--- config.mk ---
export PLATFORM = sky130hd
export DESIGN_NAME = alu_seq_reg
export DESIGN_NICKNAME = d
export VERILOG_FILES = /design/src/rtl/alu_seq_reg.sv
export SDC_FILE = /design/constraint.sdc
export NUM_CORES = 1
export LEC_CHECK = 0
export ABC_AREA = 0
export BUFFER_PORTS_ARGS = -buffer_cell sky130_fd_sc_hd__buf_4
export CORE_UTILIZATION = 55
export CTS_BUF_LIST = sky130_fd_sc_hd__clkbuf_2
export CTS_CLUSTER_DIAMETER = 100
export CTS_CLUSTER_SIZE = 8
export DETAILED_ROUTE_END_ITERATION = 10
export PLACE_DENSITY = 0.75
export SYNTH_ARGS = -nofsm -noshare
export SYNTH_HDL_FRONTEND = slang
export SYNTH_SLANG_ARGS = --single-unit
--- constraint.sdc ---
create_clock -name clock -period 6.5 [get_ports clock]
set_input_delay 0.65 -clock clock [delete_from_list [all_inputs] [get_ports clock]]
set_output_delay 0.65 -clock clock [all_outputs]
set_load 0.02 [all_outputs]
--- src/rtl/alu_seq_reg.sv ---
// Registered ALU with accumulator feedback and a WIDTH-cycle shift-add multiply.
// Optional: define ALU_SEQ_FLAGS_EN to add the registered {Z,C,N,V} flags output.
module alu_seq_reg #(
  parameter int WIDTH = 4
) (
  input  logic               clock,
  input  logic               reset,
  input  logic               start,
  input  logic [2:0]         op,
  input  logic               b_sel,
  input  logic [WIDTH-1:0]   a,
  input  logic [WIDTH-1:0]   b,
  output logic               ready,
  output logic               done,
  output logic [2*WIDTH-1:0] result
`ifdef ALU_SEQ_FLAGS_EN
  ,
  output logic [3:0]         flags
`endif
);

  localparam int W2  = 2 * WIDTH;
  localparam int SHW = $clog2(2 * WIDTH);
  localparam int CW  = $clog2(WIDTH + 1);

  localparam logic [0:0] IDLE = 1'b0;
  localparam logic [0:0] MUL  = 1'b1;

  localparam logic [2:0] OP_ADD   = 3'b000;
  localparam logic [2:0] OP_SUB   = 3'b001;
  localparam logic [2:0] OP_LOGIC = 3'b010;
  localparam logic [2:0] OP_ORRED = 3'b011;
  localparam logic [2:0] OP_MUL   = 3'b100;
  localparam logic [2:0] OP_CAT   = 3'b101;
  localparam logic [2:0] OP_SHL   = 3'b110;

  logic [0:0]       state_reg;
  logic [W2-1:0]    result_reg;
  logic             done_reg;
  logic [W2-1:0]    acc_reg;
  logic [W2-1:0]    mcand_reg;
  logic [WIDTH-1:0] mplier_reg;
  logic [CW-1:0]    cnt_reg;

  logic [WIDTH-1:0] b_eff;
  logic [WIDTH:0]   sum;
  logic [WIDTH:0]   diff;
  logic [W2-1:0]    single_res;
  logic [W2-1:0]    acc_step;
  logic [W2-1:0]    new_res;
  logic             accept;
  logic             mul_last;
  logic             upd;

  always_comb begin
    // Accumulator mode reads the result as it stood before this update.
    b_eff = b_sel ? result_reg[WIDTH-1:0] : b;
    sum   = {1'b0, a} + {1'b0, b_eff};
    diff  = {1'b0, a} - {1'b0, b_eff};

    single_res = result_reg;
    case (op)
      OP_ADD:   single_res = {{(WIDTH-1){1'b0}}, sum};
      OP_SUB:   single_res = {{(WIDTH-1){1'b0}}, diff};
      OP_LOGIC: single_res = {~(a & b_eff), ~(a ^ b_eff)};
      OP_ORRED: single_res = {{WIDTH{1'b0}}, {WIDTH{|{a, b_eff}}}};
      OP_CAT:   single_res = {a, ~b_eff};
      OP_SHL:   single_res = result_reg << a[SHW-1:0];
      default:  single_res = result_reg;
    endcase

    acc_step = mplier_reg[0] ? (acc_reg + mcand_reg) : acc_reg;
    accept   = start && (state_reg == IDLE);
    mul_last = (cnt_reg == CW'(WIDTH - 1));
    upd      = (accept && (op != OP_MUL)) || ((state_reg == MUL) && mul_last);
    new_res  = (state_reg == MUL) ? acc_step : single_res;
  end

  always_ff @(posedge clock) begin
    if (reset) begin
      state_reg  <= IDLE;
      result_reg <= '0;
      done_reg   <= 1'b0;
      acc_reg    <= '0;
      mcand_reg  <= '0;
      mplier_reg <= '0;
      cnt_reg    <= '0;
    end else begin
      done_reg <= upd;
      if (upd) begin
        result_reg <= new_res;
      end
      case (state_reg)
        IDLE: begin
          if (accept && (op == OP_MUL)) begin
            acc_reg    <= '0;
            mcand_reg  <= {{WIDTH{1'b0}}, a};
            mplier_reg <= b_eff;
            cnt_reg    <= '0;
            state_reg  <= MUL;
          end
        end
        MUL: begin
          // One multiplier bit per clock, LSB first.
          acc_reg    <= acc_step;
          mcand_reg  <= mcand_reg << 1;
          mplier_reg <= mplier_reg >> 1;
          cnt_reg    <= cnt_reg + 1'b1;
          if (mul_last) begin
            state_reg <= IDLE;
          end
        end
        default: state_reg <= IDLE;
      endcase
    end
  end

  assign ready  = (state_reg == IDLE);
  assign done   = done_reg;
  assign result = result_reg;

`ifdef ALU_SEQ_FLAGS_EN
  logic [3:0] flags_reg;
  logic       v_next;

  always_comb begin
    v_next = 1'b0;
    if (state_reg == IDLE) begin
      if (op == OP_ADD)
        v_next = (a[WIDTH-1] == b_eff[WIDTH-1]) && (sum[WIDTH-1] != a[WIDTH-1]);
      else if (op == OP_SUB)
        v_next = (a[WIDTH-1] != b_eff[WIDTH-1]) && (diff[WIDTH-1] != a[WIDTH-1]);
    end
  end

  always_ff @(posedge clock) begin
    if (reset) begin
      flags_reg <= 4'b0000;
    end else if (upd) begin
      flags_reg <= {(new_res == '0), new_res[WIDTH], new_res[WIDTH-1], v_next};
    end
  end

  assign flags = flags_reg;
`endif

endmodule

After elaboration in Yosys (flattened, before gate mapping)
Index checks and enable logic that the tools add are counted.
{"block": "totals", "regBits": 33, "input_bits": 15}
{"block": "op_classes", "n_reduce_logical": 9, "n_shift": 1, "n_addsub": 4, "mux": 15, "eq_ne": 9, "bitwise_logic": 6}
{"cell": "$pmux 8 s6", "n": 1}
{"cell": "$mux 8", "n": 4}
{"cell": "$pmux 8 s2", "n": 2}
{"cell": "$not 4->4", "n": 3}
{"cell": "$eq 3x2->1 const B", "n": 3}
{"cell": "$eq 3x3->1 const B", "n": 3}
{"cell": "$add 8x8->8", "n": 1}
{"cell": "$mux 4", "n": 2}
{"cell": "$pmux 4 s2", "n": 1}
{"cell": "$reduce_or 8->1", "n": 1}
{"cell": "$shl 8x3->8", "n": 1}
{"cell": "$reduce_bool 7->1", "n": 1}
{"cell": "$pmux 3 s2", "n": 1}
{"cell": "$add 4x4->5", "n": 1}
{"cell": "$sub 4x4->5", "n": 1}
{"cell": "$and 4x4->4", "n": 1}
{"cell": "$logic_and 1x1->1", "n": 4}
{"cell": "$xor 4x4->4", "n": 1}
{"cell": "$add 3x1->3 const B", "n": 1}
{"cell": "$eq 3x1->1 const B", "n": 1}
{"cell": "$logic_not 3->1", "n": 1}
{"cell": "$mux 3", "n": 1}
{"cell": "$ne 3x3->1 const B", "n": 1}
{"cell": "$mux 1", "n": 2}
{"cell": "other kinds (5)", "n": 5}

Depth between registers and ports, before layout
Gate-level depths: netlist of run 1.
{"block": "depth", "depth_word": 5, "depth_mapped": 11, "mapped_depth_nobuf": 10}

Worst setup path before layout of run 1
No wires, ideal clock.
{"block": "synth_path", "path_type": "input-to-reg", "from": "input port b_sel", "to": "register result_reg[3], in the netlist result[3]", "setup_ns": 0.116, "path_slack_ns": 3.648, "n_path_buf": 1, "t_arrival_ns": 2.736, "stages": 10, "path_cell_list": "buf_2 mux2i_1 ha_1 o21ai_0 ha_1 a21o_1 a21oi_1 xor2_1 o211ai_1 a31o_1"}
{"block": "synth_via", "elab_chain_len": 5, "word_cells_on_any_way": 9, "classes_between": "add/sub: 2; mux: 3; bitwise: 3; reduce/logical: 1"}
{"item": "start: declaration", "line_no": "10", "rtl": "input logic b_sel,"}
{"item": "$mux 4 *", "line_no": "57", "rtl": "b_eff = b_sel ? result_reg[WIDTH-1:0] : b;"}
{"item": "branches (longest 2 deep; another with $sub 4x4->5)"}
{"item": "$pmux 8 s6 *", "line_no": "62", "rtl": "case (op)"}
{"item": "$mux 8 *", "line_no": "76", "rtl": "new_res = (state_reg == MUL) ? acc_step : single_res;"}
{"item": "end signal: assignment", "line_no": "91", "rtl": "result_reg <= new_res;"}
{"item": "end: declaration", "line_no": "38", "rtl": "logic [W2-1:0] result_reg;"}
Mark *: on every way between the ends.
A chain may end at the register's enable or synchronous reset.

Final worst setup path of run 1
{"block": "layout_path", "from": "register result_reg[0], in the netlist result[0]", "to": "register result_reg[4], in the netlist result[4]"}
{"block": "layout_via", "elab_chain_len": 5, "word_cells_on_any_way": 8, "classes_between": "add/sub: 2; shift: 1; mux: 3; bitwise: 2"}
{"item": "branches (longest 3 deep; another with $sub 4x4->5)"}
{"item": "$pmux 8 s6 *", "line_no": "62"}
{"item": "$mux 8 *", "line_no": "76"}
Marked as above.

==> flow_summary_export.csv, run 1 <==
group,metric,value,unit
yosys,yosys-mux-area-fraction,0.1049,
cells_and_area,multi_input_area,0.001804,mm2
cells_and_area,regArea,660.6,um2
yosys,netlist_top_cells_count,"nor2_1, dfxtp_1, a21oi_1, mux2i_1, nand2_1",
setup_path,endpoint_kind,"register",
yosys,synth_fp_nets,353,
yosys,syn_area,0.002636,mm2
setup_path,r2r_start,"result[0]",
setup_path,required,6790,ps
cts,cts_tree,"built",
yosys,synth_top_family_by_area,"compound AO/OA/AOI/OAI gates",
cts,post_cts_resized,0,
die,boundaryPins,25,
die,fp.coreArea,0.004474,mm2
power,ir_worst_vdd,0.0001198,V
sta,setup_viol,0,
cts,root_buffer,"clkbuf_2",
setup_path,crit_path_start_kind,"register",
sta,slew_violations,0,
min_path,hold_start,"acc_reg[6]",
setup_path,path_class,"reg -> reg",
yosys,synthXorXnorAreaFrac,0.03654,
yosys,synth_compound_area_frac,0.2368,
cts,cts_buffer_depth,2,
yosys,yosysWarnings,0,
die,start_util,0.5892,
outcome,outcome,"finished with violations",
yosys,synth_top_area_share,0.2506,
yosys,synth_ff_type,"dfxtp_1",
power,p_leak,0.001136,uW
cts,cts_max_level,2,
yosys,synth_area_leader_cell,"dfxtp_1",
sta,timing.fmax,374.1,MHz
placed_design,post-dp-hpwl,4496,um
min_path,min_path_type,"reg -> reg",
job,max-cap-violations,0,
cts,holdBufCountCts,0,
outcome,violations,"DRC",
sta,fin_crit,2673,ps
sta,worst_slew_pin_slew,873.8,ps
sta,hold_viol,0,
setup_path,crit_arrival,2960,ps
yosys,netlist_top_cells_area,"dfxtp_1, mux2i_1, ha_1, nor2_1, a21oi_1",
detailed_routing,via_count,2367,
die,dieHeight,71.24,um
cells_and_area,num-fill-cells,408,
yosys,synth-adder-area-share,0.1006,
yosys,synth.avg_cell_area,8.290,um2
cts,numCtsBuffers,5,
power,totalPowerFinal,454.9,uW
detailed_routing,antenna_left,0,
cells_and_area,syn_to_final_growth,6.075,%
min_path,min_to,"acc_reg[6]",
sta,rsz0062_at_grt,"false",
cells_and_area,num_antenna_cells,0,
setup_path,r2r_end,"result[4]",
detailed_routing,vias_per_cell,6.229,
die,dieArea,0.005074,mm2
placed_design,port_buffers,24,
setup_path,worstPathMaxFanout,7,
global_route,grt_max_degree,43,
min_path,whs_path_depth,2,
sta,max_slew_margin,0.4175,
cts,postCtsSetupBuffers,0,
sta,finalClockSkew,27.82,ps
sta,fin_crit_sh,0.4113,
cts,cts.reportedPaths.clkPinSlew,170,ps
cells_and_area,drive_gt1_frac,0.1433,
detailed_routing,route.detailed.drc,3,
detailed_routing,drt-pass1-iter-count,8,
yosys,synthArstFlopShare,0,
yosys,syn_inst,318,
detailed_routing,drt-initial-drc-count,244,
global_route,track_usage,0.2638,
global_route,antenna_found_initial,0,
global_route,grt_pass1_vias,2124,
sta,fin_tns_setup,0,ps
yosys,yosysMostFrequentCell,"nor2_1",
yosys,synthSimpleGateAreaFrac,0.2055,
yosys,synth_seq_area_share,0.2506,
cells_and_area,fin_nets,363,
detailed_routing,routedWlPerCell,16.25,um
yosys,synth_edf_count,0,
die,rows,24,
yosys,synth-seq-cells,33,
global_route,gr-total-overflow,0,
placed_design,place_congestion,0.9724,
cts,cts_sinks,33,
setup_path,rrSetupSlack,3830,ps
global_route,grt_pass1_wl,10520,um
die,die_x,71.24,um
yosys,synth_cell_types,63,
setup_path,r2r_cells,9,
power,powerDensity,162.7,mW/mm2
cts,clkLatencyLatePin,370,ps
detailed_routing,finalWirelength,6175,um
-- area by class of cell --
| class | instances | share of cell area |
|---|---|---|
| flip-flops and latches | 33 | 0.2362 |
| clock buffers | 6 | 0.01074 |
| repair buffers | 25 | 0.06711 |
| well taps | 52 | 0.02327 |
| clock inverters | 1 | 0.001342 |
| multi-input cells | 251 | 0.6452 |
| inverters | 12 | 0.01611 |
-- metal layers --
| layer | GRT usage | up-vias | part of all wire |
|---|---|---|---|
| met5 | 0 | - | 0 |
| met4 | 0.06222 | 0 | 0.011 |
| met3 | 0.06188 | 10 | 0.084 |
| met2 | 0.4127 | 89 | 0.45 |
| met1 | 0.3691 | 1090 | 0.45 |
| li1 | - | 1178 | - |
-- worst max-delay path by stage --
| stage | end | start |
|---|---|---|
| 3_5_place_dp | result[3] | b_sel |
| 4_1_cts | result[3] | result[0] |
| 3_3_place_gp | result[3] | b_sel |
| 2_1_floorplan | result[3] | b_sel |
| 5_1_grt | result[4] | result[0] |
| 6_report | result[4] | result[0] |
-- cells by family (layout without fill, tap and decap cells) --
family	count (synthesis)	after routing
muxes	27	27
buffers and inverters	34	44
DFF	33	33
AOI/OAI and AO/OA	86	86
xor gates and xnor gates	11	11
adders and majority gates	20	20
and+or+nand+nor	107	107
-- report_power, final --
group          switching, uW  internal (uW)  total (uW)
Clock                   65.2           25.1        90.3
Combinational           81.0           62.1         143
Sequential              11.9            210         222
Total                    158            297         455
-- placed cells by master, fill, tap and decap left out, drive strengths merged, types with 5 or more instances in the layout --
cell type	n
nor3	9
nor2	41
a21oi	28
inv	12
mux2i	25
nand3	5
o211ai	5
o21ai	10
xnor2	7
nand2b	6
buf	25
clkbuf	6
dfxtp	33
nor3b	8
nand2	21
ha	18
a211oi	6
nor2b	6
-- metrics by stage --
step	hold WS [ps]	utilization	std cells	setup slack, ps	area (um2)
finish	491.6	0.6250	380	3827	2796
global route	510.5	0.6250	380	3662	2796
CTS	495.3	0.6250	380	3833	2796
detailed placement	474.3	0.6175	373	3460	2763
global placement	467.4	0.6175	373	3539	2763
floorplan	451.1	-	318	3648	2636
-- worst max-delay path: stages (launching register included) --
cell and delay (ps):
dfxtp_1 560, mux2i_1 240, ha_1 330, o21ai_0 160, fa_1 460, a21o_1 200
a21oi_1 200, xnor2_1 140, a21oi_1 80, o41ai_1 240
Note: power is estimated with default switching activity, not from simulation.
==> run 2, diff against run 1 <==
==> constraint.sdc (replaced) <==
create_clock -name clock -period 2.76 [get_ports clock]
set_input_delay 0.276 -clock clock [delete_from_list [all_inputs] [get_ports clock]]
set_output_delay 0.276 -clock clock [all_outputs]
set_load 0.02 [all_outputs]
==> run 2 against run 1 <==
Compared with the run above: the flow still finishes with violations (DRC); core utilization grew 1.1 points; non-clock buffer count grew 6; clock skew shrank 5.9 ps.
==> flow_summary_export.csv, run 2 (synthesis gave the netlist of run 1 again) <==
group,metric,value,unit
power,powerDensity,386.3,mW/mm2
cells_and_area,syn_to_final_growth,7.926,%
global_route,gr-total-overflow,0,
sta,fin_crit_sh,0.8950,
sta,fin_crit,2470,ps
detailed_routing,routedWlPerCell,16.00,um
sta,hold_viol,0,
die,die_x,71.24,um
job,max-cap-violations,0,
global_route,antenna_found_initial,0,
cells_and_area,fin_nets,369,
setup_path,crit_chain,"mux2i_2 -> ha_1 -> o21ai_1 -> ha_1 -> a21o_1 -> a21oi_1 -> xor2_1 -> o211ai_1 -> a31o_1",
cts,cts_buffer_depth,2,
global_route,grt_max_degree,43,
detailed_routing,drt-pass1-iter-count,7,
sta,worst_slew_pin_slew,582.3,ps
setup_path,endpoint_kind,"register",
detailed_routing,drt-initial-drc-count,202,
die,start_util,0.5892,
placed_design,place_ws,125.3,ps
power,ir_worst_vdd,0.0003489,V
setup_path,crit_path_start_kind,"register",
setup_path,required,3050,ps
sta,rsz0062_at_grt,"false",
setup_path,crit_arrival,2760,ps
global_route,track_usage,0.2716,
detailed_routing,vias_per_cell,6.034,
die,boundaryPins,25,
die,dieHeight,71.24,um
sta,slew_violations,0,
cts,cts_tree,"built",
cells_and_area,final_cell_mix,"nor2_1, dfxtp_1, buf_4",
cts,cts.reportedPaths.clkPinSlew,190,ps
placed_design,place_congestion,0.9460,
power,p_leak,0.001168,uW
sta,fin_tns_setup,0,ps
placed_design,port_buffers,24,
outcome,violations,"DRC",
setup_path,slowest_stage,"dfxtp_1",
setup_path,worstPathMaxFanout,6,
cts,numCtsBuffers,5,
placed_design,post-dp-hpwl,4589,um
setup_path,cpMostUsedCell,"ha_1",
cts,cts_sinks,33,
detailed_routing,via_count,2335,
sta,worst_slack,289.8,ps
cts,cts_max_level,2,
setup_path,critPathMaxStageDelay,410,ps
sta,max_slew_margin,0.6113,
global_route,grt_pass1_vias,2233,
setup_path,path_class,"reg -> reg",
sta,finalClockSkew,21.93,ps
global_route,grt_pass1_wl,10870,um
outcome,outcome,"finished with violations",
cts,clkLatencyLatePin,380,ps
detailed_routing,finalWirelength,6193,um
min_path,min_path_type,"in -> reg",
cells_and_area,drive_gt1_frac,0.1582,
sta,timing.fmax,404.8,MHz
cts,root_buffer,"clkbuf_2",
die,fp.coreArea,0.004474,mm2
detailed_routing,antenna_left,0,
sta,setup_viol,0,
detailed_routing,route.detailed.drc,3,
cells_and_area,layout_commonest_cell,"nor2_1",
cells_and_area,num_antenna_cells,0,
die,rows,24,
die,dieArea,0.005074,mm2
cts,postCtsSetupBuffers,0,
cells_and_area,fin_util,0.6359,
power,totalPowerFinal,1099,uW
## run 2: cell type report
class / count / area [um2]
tap: 52 / 65.06
clock buffer: 5 / 25.02
fill: 421 / 1629
timing repair buffer: 31 / 232.7
multi-input combinational: 251 / 1804
clock inverter: 3 / 12.51
inverter: 12 / 45.04
sequential: 33 / 660.6
## run 2: timing repair
| item | 4_1_cts | 5_1_grt |
|---|---|---|
| gates resized for setup | 0 | 1 |
| endpoints found under the hold margin | 0 | 0 |
| hold buffers | 0 | 0 |
| setup endpoints to repair | 0 | 1 |
## run 2: final timing paths
check	startpoint	to	slack, ps	cells past startpoint
setup / recovery	result[1]	result[3]	290	9
setup reg to reg	result[1]	result[3]	290	9
hold reg to reg	acc_reg[6]	acc_reg[6]	510	2
hold / removal	reset	state_reg	290	2
## run 2: stage by stage
step | std cells | area [um2] | hold slack [ps]
2_1_floorplan | 318 | 2636 | 451.1
3_3_place_gp | 379 | 2808 | 465.6
3_5_place_dp | 379 | 2808 | 480.4
4_1_cts | 387 | 2845 | 282.4
5_1_grt | 387 | 2845 | 276.8
6_report | 387 | 2845 | 291.9
## run 2: routing by layer
metal	share of wire	up-vias	track usage
li1	-	1184	-
met1	0.49	1069	0.3890
met2	0.43	75	0.4106
met3	0.066	7	0.06610
met4	0.0066	0	0.06889
met5	0	-	0
## run 2: report_power, final
| part | switching [uW] | internal, uW | total [uW] |
|---|---|---|---|
| Sequential | 18.5 | 494 | 512 |
| Combinational | 203 | 157 | 360 |
| Clock | 171 | 55.4 | 227 |
## run 2: critical path, delay by kind of cell, from the launching register on
kind | cells | cell delay, ps
AOI/OAI and AO/OA | 5 | 870
xor gates and xnor gates | 1 | 170
adders and majority gates | 2 | 580
DFF | 1 | 410
muxes | 1 | 330
==> run 3, diff against run 2 <==
--- a/config.mk
+++ b/config.mk
@@ -7,12 +7,12 @@
 export LEC_CHECK = 0
 export ABC_AREA = 0
 export BUFFER_PORTS_ARGS = -buffer_cell sky130_fd_sc_hd__buf_4
-export CORE_UTILIZATION = 55
+export CORE_UTILIZATION = 50
 export CTS_BUF_LIST = sky130_fd_sc_hd__clkbuf_2
 export CTS_CLUSTER_DIAMETER = 100
 export CTS_CLUSTER_SIZE = 8
 export DETAILED_ROUTE_END_ITERATION = 10
-export PLACE_DENSITY = 0.75
+export PLACE_DENSITY_LB_ADDON = 0.25
 export SYNTH_ARGS = -nofsm -noshare
 export SYNTH_HDL_FRONTEND = slang
 export SYNTH_SLANG_ARGS = --single-unit
==> run 3 against run 2 <==
Compared with the run above: the flow now finishes without violations; sequential share of layout area down 0.20 points; critical path type unchanged; combinational power down 2%; largest cell class unchanged; critical path depth unchanged; non-clock buffer count unchanged.
==> flow_summary_export.csv, run 3 (synthesis gave the netlist of run 1 again) <==
group,metric,value,unit
cts,post_cts_resized,0,
setup_path,critPathBufInv,0,
die,rows,26,
cts,clkLatencyLatePin,410,ps
sta,timing.fmax,401.6,MHz
cells_and_area,num_antenna_cells,0,
detailed_routing,routedWlPerCell,15.94,um
setup_path,r2r_start,"result[1]",
setup_path,required,3070,ps
min_path,min_path_type,"in -> reg",
setup_path,path_class,"reg -> reg",
cells_and_area,multi_input_area,0.001804,mm2
cts,holdBufCountCts,0,
power,power.share.combinational,0.318,
global_route,track_usage,0.2523,
power,switching_share,0.3583,
cells_and_area,fin_nets,369,
setup_path,critPathLaunch,"result[1]",
setup_path,critPathMaxStageDelay,520,ps
power,powerDensity,387.2,mW/mm2
detailed_routing,drt-pass1-iter-count,4,
detailed_routing,antenna_left,0,
setup_path,r2r_end,"result[3]",
sta,finalClockSkew,17.78,ps
sta,hold_viol,0,
setup_path,rrSetupSlack,270,ps
cts,cts_max_level,2,
global_route,grt_max_degree,43,
setup_path,cp.depth,9,
setup_path,cp_top_family,"compound AO/OA/AOI/OAI gates",
global_route,antenna_found_initial,0,
cts,cts_buffer_depth,2,
detailed_routing,route.detailed.drc,0,
outcome,outcome,"finished, final reports clean",
setup_path,r2r_cells,9,
cts,postCtsSetupBuffers,0,
placed_design,place_congestion,0.9093,
power,p_leak,0.001172,uW
die,dieArea,0.005567,mm2
die,boundaryPins,25,
setup_path,worstPathMaxFanout,6,
cells_and_area,drive_gt1_frac,0.1642,
power,ir_worst_vdd,0.0002581,V
setup_path,cpMostUsedCell,"ha_1",
detailed_routing,drt-initial-drc-count,230,
setup_path,endpoint_kind,"register",
detailed_routing,finalWirelength,6455,um
sta,max_slew_margin,0.6140,
power,power.share.clock,0.218,
sta,fin_crit_sh,0.9023,
placed_design,port_buffers,24,
die,dieHeight,74.61,um
global_route,grt_pass1_vias,2074,
sta,fin_tns_setup,0,ps
sta,setup_viol,0,
detailed_routing,vias_per_cell,5.869,
cells_and_area,layout_commonest_cell,"nor2_1",
setup_path,crit_path_start_kind,"register",
setup_path,crit_end,"result[3]",
placed_design,post-dp-hpwl,4769,um
die,die_x,74.61,um
global_route,grt_pass1_wl,10520,um
cts,root_buffer,"clkbuf_2",
power,switchingPower,398.1,uW
cells_and_area,final_cell_mix,"nor2_1, dfxtp_1, buf_4",
global_route,gr-total-overflow,0,
sta,rsz0062_at_grt,"false",
cells_and_area,syn_to_final_growth,8.875,%
setup_path,slowest_stage,"dfxtp_1",
sta,slew_violations,0,
setup_path,crit_arrival,2800,ps
placed_design,placed_area,0.002830,mm2
job,max-cap-violations,0,
sta,worst_slew_pin_slew,578.2,ps
cts,cts_sinks,33,
setup_path,crit_chain,"mux2i_2 -> ha_1 -> o21ai_0 -> ha_1 -> a21o_1 -> a21oi_1 -> xor2_1 -> o211ai_1 -> a31o_1",
power,p_seq_frac,0.464,
power,p_int,713.1,uW
cells_and_area,design_area,0.002870,mm2
cts,cts_tree,"built",
cells_and_area,num-fill-cells,503,
detailed_routing,via_count,2377,
cts,cts.reportedPaths.clkPinSlew,180,ps
sta,fin_crit,2490,ps
cells_and_area,regArea,660.6,um2
die,start_util,0.5162,
die,fp.coreArea,0.005107,mm2
cts,numCtsBuffers,5,
## run 3: metal layers
layer	track usage	part of all wire
met3	0.05355	0.062
met2	0.3934	0.45
met5	0	0
met4	0.07338	0.011
met1	0.3515	0.48
## run 3: through the flow
stage               total power, uW    util  setup WS, ps  cells  hold slack (ps)
global route                   1183  0.5620         120.1    405            240.6
CTS                            1114  0.5620         286.4    405            242.7
detailed placement            874.3  0.5541         284.7    397            475.7
floorplan                     774.5       -         282.5    318            451.1
global placement              869.3  0.5541         366.1    397            465.6
finish                         1111  0.5620         269.7    405            257.5
## run 3: how the worst min path moves through the flow
stage               start  cells after the start      endpoint
6_report            reset                      2  mcand_reg[6]
5_1_grt             reset                      2  mcand_reg[6]
3_3_place_gp   acc_reg[6]                      2    acc_reg[6]
2_1_floorplan  acc_reg[6]                      2    acc_reg[6]
3_5_place_dp   acc_reg[6]                      2    acc_reg[6]
4_1_cts             reset                      2     state_reg
## run 3: worst register-to-register path, cell delays in order (launching register included)
cell      delay, ps
dfxtp_1         520
mux2i_2         130
ha_1            300
o21ai_0         340
ha_1            310
a21o_1          160
a21oi_1         170
xor2_1          150
o211ai_1        100
a31o_1          220
## run 3: final cells by class
type	count	area share
Multi-Input combinational cell	251	0.6286
Tap cell	70	0.03051
Sequential cell	33	0.2302
Clock buffer	6	0.01046
Inverter	12	0.01569
Clock inverter	2	0.003487
Timing Repair Buffer	31	0.08108
## run 3: power groups by stage
stage | logic, uW | clock network, uW | registers (uW)
2_1_floorplan | 241 | 0 | 533
4_1_cts | 350 | 249 | 515
3_3_place_gp | 345 | 0 | 524
6_report | 353 | 242 | 516
5_1_grt | 391 | 274 | 518
3_5_place_dp | 349 | 0 | 525
